$ cat src/rtl/serial_subtractor_8bit.sv
// serial_subtractor_8bit: bit-serial a - b - bin, LSB first, with start/busy/done handshake.
// Optional macro SERIAL_SUB_SAT_EN clamps a borrowing result to zero.
module serial_subtractor_8bit #(
    parameter int WIDTH = 8
) (
    input  logic             clk,
    input  logic             rst_n,
    input  logic             start,
    input  logic [WIDTH-1:0] a,
    input  logic [WIDTH-1:0] b,
    input  logic             bin,
    output logic             busy,
    output logic             done,
    output logic [WIDTH-1:0] diff,
    output logic             bout,
    output logic             zero
);
    localparam int CW = $clog2(WIDTH);
    localparam logic [CW-1:0] LAST = CW'(WIDTH - 1);
    localparam logic [1:0] IDLE  = 2'd0;
    localparam logic [1:0] SHIFT = 2'd1;
    localparam logic [1:0] DONE  = 2'd2;

    logic [1:0]       state;
    logic [WIDTH-1:0] a_sr, b_sr, res;
    logic [CW-1:0]    cnt;
    logic             brw, d, brw_next;

    assign busy     = state != IDLE;
    assign d        = a_sr[0] ^ b_sr[0] ^ brw;
    assign brw_next = (~a_sr[0] & b_sr[0]) | (~(a_sr[0] ^ b_sr[0]) & brw);

    always_ff @(posedge clk or negedge rst_n) begin
        if (!rst_n) begin
            state <= IDLE;
            a_sr  <= '0;
            b_sr  <= '0;
            res   <= '0;
            cnt   <= '0;
            brw   <= 1'b0;
            done  <= 1'b0;
            diff  <= '0;
            bout  <= 1'b0;
            zero  <= 1'b0;
        end else begin
            done <= 1'b0;
            case (state)
                IDLE: if (start) begin
                    a_sr  <= a;
                    b_sr  <= b;
                    brw   <= bin;
                    cnt   <= '0;
                    state <= SHIFT;
                end
                SHIFT: begin
                    a_sr  <= a_sr >> 1;
                    b_sr  <= b_sr >> 1;
                    res   <= {d, res[WIDTH-1:1]};
                    brw   <= brw_next;
                    cnt   <= cnt + 1'b1;
                    state <= (cnt == LAST) ? DONE : SHIFT;
                end
                DONE: begin
`ifdef SERIAL_SUB_SAT_EN
                    diff <= brw ? '0 : res;
                    zero <= brw | (res == '0);
`else
                    diff <= res;
                    zero <= res == '0;
`endif
                    bout  <= brw;
                    done  <= 1'b1;
                    state <= IDLE;
                end
                default: state <= IDLE;
            endcase
        end
    end
endmodule
$ cat config.mk
export PLATFORM = sky130hd
export DESIGN_NAME = serial_subtractor_8bit
export DESIGN_NICKNAME = d
export VERILOG_FILES = /design/src/rtl/serial_subtractor_8bit.sv
export SDC_FILE = /design/constraint.sdc
export NUM_CORES = 1
export LEC_CHECK = 0
export ABC_AREA = 1
export BUFFER_PORTS_ARGS = -buffer_cell sky130_fd_sc_hd__buf_2
export CORE_MARGIN = 2
export CORE_UTILIZATION = 45
export CTS_BUF_LIST = sky130_fd_sc_hd__clkbuf_2 sky130_fd_sc_hd__clkbuf_4 sky130_fd_sc_hd__clkbuf_8
export DETAILED_ROUTE_END_ITERATION = 7
export PLACE_DENSITY = 0.69
export SLEW_MARGIN = 20
export SYNTH_ARGS = -nofsm -noshare
export SYNTH_HDL_FRONTEND = slang
export SYNTH_SLANG_ARGS = --single-unit
$ cat constraint.sdc
create_clock -name clk -period 1 [get_ports clk]
set_input_delay 0.2 -clock clk [delete_from_list [all_inputs] [get_ports clk]]
set_output_delay 0.2 -clock clk [all_outputs]
set_load 0.02 [all_outputs]
==> impl_metrics.yaml, run 1 <==
synth:
  ys_ff_latch: 41
  async_flop_share_pct: 100
  synthCells: 223
  syn_avg_cell_area_um2: 8.30
  synth_common_cells: "104 x nand2_1, 41 x dfrtp_1, 19 x nand3_1"
  synth_most_common_cell: "nand2_1"
  synth_area_leader_cell: "dfrtp_1"
  synth_warnings: 0
  syn-num-nets: 246
  synth_cell_type_count: 17
  synth-seq-area-share_pct: 55.4
  synth_top_cell_area_share_pct: 55.4
  synth_edf_count: 0
  yosys-top-cells-area: "dfrtp_1 55%, nand2_1 21%, nand3_1 5.1%, o21ai_0 4.3%, inv_1 2.6%"
  synth_area_um2: 1850
  ys.flop_type: "dfrtp_1"
timing:
  finalHoldViolations: 0
  fin_tns_setup_ps: -7640
  grt_setup_unrepaired: "true"
  max-slew-margin-rel_pct: 85.2
  finalClockSkew_ps: 7.46
  drv_slew: 0
  setup_slack_ps: -278
  hold-worst-slack_ps: 144
  fmax_mhz: 782
  fin_crit_ps: 1280
  worst_pin_slew_ps: 222
  setup-violations-final: 51
  fin_crit_sh_pct: 128
flow_run:
  maxCapViolCount: 0
global_routing:
  grt_pass1_wl_um: 6910
  antenna_found_initial: 0
  grt_max_degree: 41
  grt_pass1_vias: 1546
  grt-ovfl-total: 0
  grt.total_usage_pct: 20.3
clocking:
  root_buffer: "clkbuf_8"
  htreeDepth: 2
  clk_pin_slew_worst_paths_ps: 70
  cts_tree: "done"
  clk_latency_ps: 290
  numCtsBuffers: 5
  clock_sinks: 41
  clockBufferDepth: 2
critical_path:
  crit_path_max_incr_delay_ps: 410
  cp-start-kind: "register"
  crit_path_frequent_cell: "buf_6"
  end_kind: "output pin"
  worstPathMaxFanout: 2
  worstPathArrival_ps: 1080
  critPathKind: "reg -> out"
  crit_slowest_cell: "dfrtp_1"
  crit_required_ps: 800
  cp_cell_sequence: "buf_6 -> nor2_4 -> inv_2 -> buf_6"
floorplan:
  initial_core_util_pct: 46.6
  die_height_um: 68.1
  die_w_um: 68.1
  core_region_area_um2: 3970
  ioPinCount: 32
  die-area_um2: 4640
  num_rows: 23
run_status:
  run_status: "complete, but fails checks"
  violations: "setup timing"
place:
  post-place-ws_ps: -183
  gp_congestion: 0.685
  portBuffers: 31
  hpwl_um: 2470
finish:
  syn_to_final_growth_pct: 50.6
  multi_input_area_um2: 848
  finalNetCount: 311
  antenna_cells: 0
  fin_util_pct: 70.2
  fillers: 299
  regArea_um2: 1030
  drive_gt1_share_pct: 41.9
route:
  dr.pass1.iters: 4
  drc: 0
  vias: 1619
  final_antenna_net_count: 0
  routed_wirelength_um: 4480
  drt_iter0_drc: 112
  viasPerCell: 4.78
  post_drt_wl_per_cell_um: 13.2
worst_hold_path:
  hold_path.class: "in -> reg"
power:
  leakagePower_nw: 1.47
  power_per_cell_area_nw_per_um2: 3220
  ir_worst_vdd_mv: 1.88
power breakdown:
group | leakage, nW | total (W) | internal [W] | switching [W]
clock network | 0.0619 | 0.00141 | 0.000841 | 0.000571
logic | 0.885 | 0.00475 | 0.00242 | 0.00233
registers | 0.519 | 0.00282 | 0.00235 | 0.000461
cell usage in the layout (no fill, tap or decap), drive strengths merged:
cell type,netlist,routed
nand2,106,106
buf,10,63
dfrtp,41,41
nand3,19,19
o21ai,17,17
inv,15,15
clkbuf,0,9
nor2,9,9
a21oi,2,2
ha,2,2
clkinv,0,1
nand3b,1,1
fa,1,1
bufinv,0,1
bufbuf,0,1
dlygate4sd3,0,1
per-layer routing:
layer | track usage (%) | wire [um] | share of wire [%] | up-vias
li1 | - | - | - | 819
met1 | 24.8 | 1930 | 43 | 750
met2 | 35.1 | 2250 | 50 | 38
met3 | 4.44 | 169 | 3.8 | 12
met4 | 7.00 | 130 | 2.9 | 0
met5 | 0 | 0 | 0 | -
through the flow:
stage / total power (W) / instance area [um^2] / std cells
CTS: 0.00810 / 2560 / 331
global route: 0.00966 / 2790 / 339
finish: 0.00898 / 2790 / 339
global placement: 0.00569 / 2200 / 313
detailed placement: 0.00581 / 2200 / 313
floorplan: 0.00485 / 1880 / 223
cell type report:
cell class                 instances  share of cell area (%)
multi-input combinational        157                    30.4
inverter                          15                    2.29
timing repair inverter             1                   0.224
timing repair buffer              67                    23.7
tap                               50                    2.24
clock buffer                       7                    3.23
clock inverter                     1                    1.08
sequential                        41                    36.8
worst paths after layout:
check	cells after the start	to	slack (ps)	start
worst min register to register	2	b_sr[7]	490	b_sr[7]
worst max-delay path	4	busy	-280	state[0]
min in group asynchronous	2	diff[5]	220	rst_n
worst max register to register	6	res[5]	-260	state[0]
max in group asynchronous	3	state[1]	360	rst_n
worst min-delay path	3	b_sr[7]	140	b[7]
cells by family (layout without fill, tap and decap cells):
kind of cell / after synthesis / count (layout) / synth area share, %
fa+ha+maj: 3 / 3 / 2.43
simple gates: 135 / 135 / 29.4
compound gates: 19 / 19 / 5.34
flops: 41 / 41 / 55.4
buf+inv: 25 / 91 / 7.37
flip-flops by register name (all words and copies together) (netlist names):
signal	flops
state	2
bout	1
diff	8
brw	1
a_sr	8
res	8
cnt	3
zero	1
done	1
b_sr	8
timing repair:
item / in CTS / in global routing
gates cloned: 3 / 3
buffers inserted: 6 / 6
hold endpoints to repair: 41 / 0
setup endpoints to repair: 51 / 53
resized for setup: 37 / 55
pin swaps: 2 / 6
hold buffers: 1 / 0
critical path, delay by kind of cell, from the launching register on:
kind                   cells  cell delay [ps]
DFF                        1              410
buffers and inverters      3              290
and+or+nand+nor            1               80
(Power assumes the default switching activity.)
==> run 2: changes to the inputs <==
Settings changed: ABC_AREA 1 to not set, PLACE_DENSITY 0.69 to 0.65.
Clock period 1 ns to 1.4 ns, I/O delays scaled along.
==> impl_metrics.yaml, run 2 <==
synth:
  synth_area_leader_cell: "dfrtp_1"
  async_flop_share_pct: 100
  ys_ff_latch: 41
  synth_edf_count: 0
  synth_top_cell_area_share_pct: 58.7
  synth-seq-area-share_pct: 58.7
  synth_warnings: 0
  ys.flop_type: "dfrtp_1"
  synth_area_um2: 1750
  syn_avg_cell_area_um2: 11.8
  synth_cell_type_count: 23
  synth_most_common_cell: "dfrtp_1"
  synthCells: 148
  yosys-top-cells-area: "dfrtp_1 59%, mux2_2 11%, o21ai_0 5.4%, a22oi_1 4.7%, nand2_1 4.3%"
  synth_common_cells: "41 x dfrtp_1, 20 x nand2_1, 19 x o21ai_0"
  syn-num-nets: 171
power:
  power_per_cell_area_nw_per_um2: 2140
  leakagePower_nw: 1.07
  ir_worst_vdd_mv: 1.07
route:
  dr.pass1.iters: 4
  post_drt_wl_per_cell_um: 13.1
  vias: 1237
  routed_wirelength_um: 3140
  drc: 0
  viasPerCell: 5.15
  drt_iter0_drc: 40
  final_antenna_net_count: 0
critical_path:
  cp-start-kind: "register"
  worstPathArrival_ps: 1160
  worstPathMaxFanout: 8
  end_kind: "output pin"
  critPathKind: "reg -> out"
  crit_required_ps: 1120
run_status:
  run_status: "complete, but fails checks"
  violations: "setup timing"
global_routing:
  grt_max_degree: 25
  grt-ovfl-total: 0
  antenna_found_initial: 0
  grt_pass1_vias: 1211
  grt_pass1_wl_um: 5470
  grt.total_usage_pct: 16.7
finish:
  finalNetCount: 214
  mostFrequentLayoutCells: "40 x dfrtp_1, 31 x buf_2, 20 x nand2_1"
  drive_gt1_share_pct: 38.0
  fin_util_pct: 59.7
  antenna_cells: 0
  final_area_um2: 2200
  syn_to_final_growth_pct: 26.1
  layout_commonest_cell: "dfrtp_1"
clocking:
  clockBufferDepth: 2
  cts_tree: "done"
  numCtsBuffers: 5
  clock_sinks: 41
  root_buffer: "clkbuf_8"
  clk_latency_ps: 290
  clk_pin_slew_worst_paths_ps: 70
  htreeDepth: 2
worst_hold_path:
  hold_path.class: "in -> reg"
timing:
  grt_setup_unrepaired: "true"
  setup-violations-final: 1
  finalHoldViolations: 0
  drv_slew: 0
  finalClockSkew_ps: 6.63
  max-slew-margin-rel_pct: 71.4
  setup_slack_ps: -39.4
  fmax_mhz: 695
  fin_crit_ps: 1440
  worst_pin_slew_ps: 428
  fin_crit_sh_pct: 103
flow_run:
  maxCapViolCount: 0
floorplan:
  die_w_um: 66.3
  num_rows: 22
  ioPinCount: 32
  initial_core_util_pct: 47.4
  core_region_area_um2: 3690
  die-area_um2: 4400
  die_height_um: 66.3
place:
  hpwl_um: 2130
  gp_congestion: 0.731
  placed_cell_area_um2: 2000
  portBuffers: 31
## run 2: changes by cell type in the layout (fill, tap and decap cells not counted), moves of 11 or more
cell | before | now
a22oi_1 | 0 | 11
buf_2 | 19 | 31
buf_4 | 20 | 7
buf_6 | 19 | 2
mux2_2 | 0 | 17
nand2_1 | 77 | 20
nand2_2 | 25 | 0
nand3_1 | 19 | 0
o21ai_0 | 8 | 19
## run 2: cells by family (layout without fill, tap and decap cells)
kind of cell / count (synthesis) / in the layout / synth area share, %
DFF: 41 / 41 / 58.7
muxes: 17 / 17 / 11.0
adders and majority gates: 3 / 3 / 2.58
AOI/OAI and AO/OA: 40 / 40 / 13.8
buffers and inverters: 12 / 56 / 3.86
and+or+nand+nor: 35 / 35 / 10.1
## run 2: cell type report
class	instances	area (um^2)
sequential	41	1030
timing repair buffer	44	300
fill	341	1490
clock inverter	3	65.1
tap	48	60.1
clock buffer	5	68.8
inverter	4	15.0
multi-input combinational	95	667
## run 2: final timing paths
path,slack (ps),end,start,cells past startpoint
setup / recovery,-40,busy,state[0],2
hold / removal,270,b_sr[7],b[7],3
setup reg to reg,20,diff[1],state[1],5
hold reg to reg,480,b_sr[2],b_sr[2],2
max in group asynchronous,480,res[0],rst_n,3
min in group asynchronous,460,done,rst_n,2
## run 2: critical path, stage by stage (launching register included)
cell and delay (ps):
dfrtp_2 470, or2_4 270, buf_6 130
## run 2: where the power goes
part           leakage, nW  internal, W  total, W  switching, W
clock               0.0681     0.000708   0.00111      0.000404
combinational        0.478     0.000868   0.00163      0.000765
sequential           0.524      0.00166   0.00197      0.000307
## run 2: timing repair
item | CTS | global route
cloned | 1 | 0
setup endpoints to repair | 2 | 24
hold buffers | 1 | 0
resized for setup | 7 | 1
endpoints found under the hold margin | 17 | 0
setup buffers | 2 | 2
pin swaps | 1 | 0
## run 2: metal layers
layer	share of wire (%)	global-route usage, %	up-vias
li1	-	-	604
met1	46	20.8	595
met2	47	26.4	30
met3	5.0	5.11	8
met4	2.3	7.65	0
met5	0	0	-
## run 2: per-stage QoR
stage / hold slack, ps / setup WS [ps] / std cells / power [W] / TNS, ps
2_1_floorplan: -15.6 / 52.8 / 148 / 0.00305 / 0
3_3_place_gp: 236 / 37.4 / 226 / 0.00345 / 0
3_5_place_dp: 243 / 3.65 / 226 / 0.00353 / 0
4_1_cts: 265 / -55.8 / 238 / 0.00473 / -55.8
5_1_grt: 290 / -80.9 / 240 / 0.00507 / -292
6_report: 272 / -39.4 / 240 / 0.00471 / -39.4
==> run 3: changes to the inputs <==
Settings changed: BUFFER_PORTS_ARGS -buffer_cell sky130_fd_sc_hd__buf_2 to not set, DONT_BUFFER_PORTS set to 1, PLACE_DENSITY 0.65 to 0.58.
==> impl_metrics.yaml, run 3 (synthesis gave the netlist of run 2 again) <==
route:
  post_drt_wl_per_cell_um: 14.9
  dr.pass1.iters: 4
  final_antenna_net_count: 0
  drt_iter0_drc: 67
  viasPerCell: 5.31
  routed_wirelength_um: 3200
  drc: 0
  vias: 1137
critical_path:
  critPathKind: "reg -> out"
  worstPathMaxFanout: 5
  crit_buf_inv: 1
  end_kind: "output pin"
  cp-start-kind: "register"
  crit_path_max_incr_delay_ps: 390
  path_delay_family: "flip-flops"
  cp_cell_sequence: "buf_6 -> or2_4"
  crit_required_ps: 1120
  crit_slowest_cell: "dfrtp_1"
  worstPathArrival_ps: 1090
floorplan:
  die-area_um2: 4400
  die_height_um: 66.3
  core_region_area_um2: 3690
  num_rows: 22
  die_w_um: 66.3
  initial_core_util_pct: 47.4
  ioPinCount: 32
power:
  combPwrFrac_pct: 31.5
  netSwitchingPower_w: 0.00145
  leakagePower_nw: 0.946
  clkPwrFrac_pct: 22.1
  seqPwrFrac_pct: 46.4
  p_int_w: 0.00307
  switching_share_pct: 32.0
  power_per_cell_area_nw_per_um2: 2200
  ir_worst_vdd_mv: 1.07
timing:
  finalHoldViolations: 0
  drv_slew: 0
  grt_setup_unrepaired: "true"
  max-slew-margin-rel_pct: 81.8
  fmax_mhz: 732
  fin_crit_ps: 1370
  setup-violations-final: 0
  worst_pin_slew_ps: 270
  finalClockSkew_ps: 4.37
  fin_crit_sh_pct: 97.6
global_routing:
  grt-ovfl-total: 0
  grt.total_usage_pct: 16.6
  grt_pass1_vias: 1167
  antenna_found_initial: 0
  grt_max_degree: 42
  grt_pass1_wl_um: 5290
clocking:
  cts_tree: "done"
  root_buffer: "clkbuf_8"
  clk_pin_slew_worst_paths_ps: 70
  htreeDepth: 2
  clk_latency_ps: 290
  clock_sinks: 41
  clockBufferDepth: 2
  numCtsBuffers: 5
finish:
  syn_to_final_growth_pct: 17.2
  antenna_cells: 0
  regArea_um2: 1030
  finalNetCount: 188
  multi_input_area_um2: 657
  final_cells: 214
  fin_util_pct: 55.5
  drive_gt1_share_pct: 26.5
  mostFrequentLayoutCells: "41 x dfrtp_1, 20 x nand2_1, 19 x o21ai_0"
  layout_commonest_cell: "dfrtp_1"
  fillers: 331
flow_run:
  maxCapViolCount: 0
place:
  place_inst: 198
  gp_congestion: 0.741
  hpwl_um: 2070
  portBuffers: 0
worst_hold_path:
  hold_path.class: "in -> reg"
run_status:
  run_status: "finished clean"
[run 3: changes by cell type in the layout (fill, tap and decap cells not counted), sizes merged]
cell	delta
buf	-26
bufinv	-1
clkbuf	+2
clkinv	-1
[run 3: path summary, 6_finish.rpt]
kind / from / end / slack [ps] / cells past startpoint
max: state[0] / busy / 30 / 2
min: a[2] / a_sr[2] / 190 / 2
max reg2reg: state[1] / res[1] / 40 / 4
min reg2reg: a_sr[1] / a_sr[1] / 490 / 2
max in group asynchronous: rst_n / b_sr[6] / 760 / 2
min in group asynchronous: rst_n / res[2] / 450 / 2
[run 3: power by group through the flow]
stage / Clock [W] / Combinational [W] / Sequential, W
after detailed placement: 0 / 0.00128 / 0.00213
after CTS: 0.00102 / 0.00139 / 0.00210
after global placement: 0 / 0.00123 / 0.00211
after floorplan: 0 / 0.00102 / 0.00204
after global routing: 0.00108 / 0.00162 / 0.00216
final: 0.000997 / 0.00142 / 0.00210
[run 3: layout make-up]
type | instances | share of cell area, %
multi-input cells | 95 | 32.1
flip-flops and latches | 41 | 50.1
inverters | 4 | 0.733
well taps | 48 | 2.93
repair buffers | 18 | 8.31
clock inverters | 1 | 1.47
clock buffers | 7 | 4.40
[run 3: routing by layer]
layer  GRT usage (%)  share of wire (%)
met5               0                  0
met4            7.91                1.8
met3            6.30                5.4
met2            26.5                 49
met1            19.5                 43
[run 3: metrics by stage]
stage / hold slack (ps) / cell area [um^2] / setup slack (ps) / total power, W / setup TNS (ps)
after floorplan: -15.6 / 1750 / 52.8 / 0.00305 / 0
after global placement: -14.7 / 1840 / 174 / 0.00334 / 0
final: 194 / 2050 / 33.8 / 0.00452 / 0
after detailed placement: -14.7 / 1840 / 136 / 0.00342 / 0
after global routing: 195 / 2050 / -7.99 / 0.00486 / -18.4
after CTS: 190 / 2030 / 7.54 / 0.00451 / 0
[run 3: what timing repair did]
action                                  in CTS  in global routing
hold endpoints to repair                    41                  0
pin swaps                                    0                  1
cloned                                       0                  0
hold buffers                                 2                  0
buffers inserted                             3                  3
endpoints found under the setup margin       1                  5
resized for setup                            3                  0
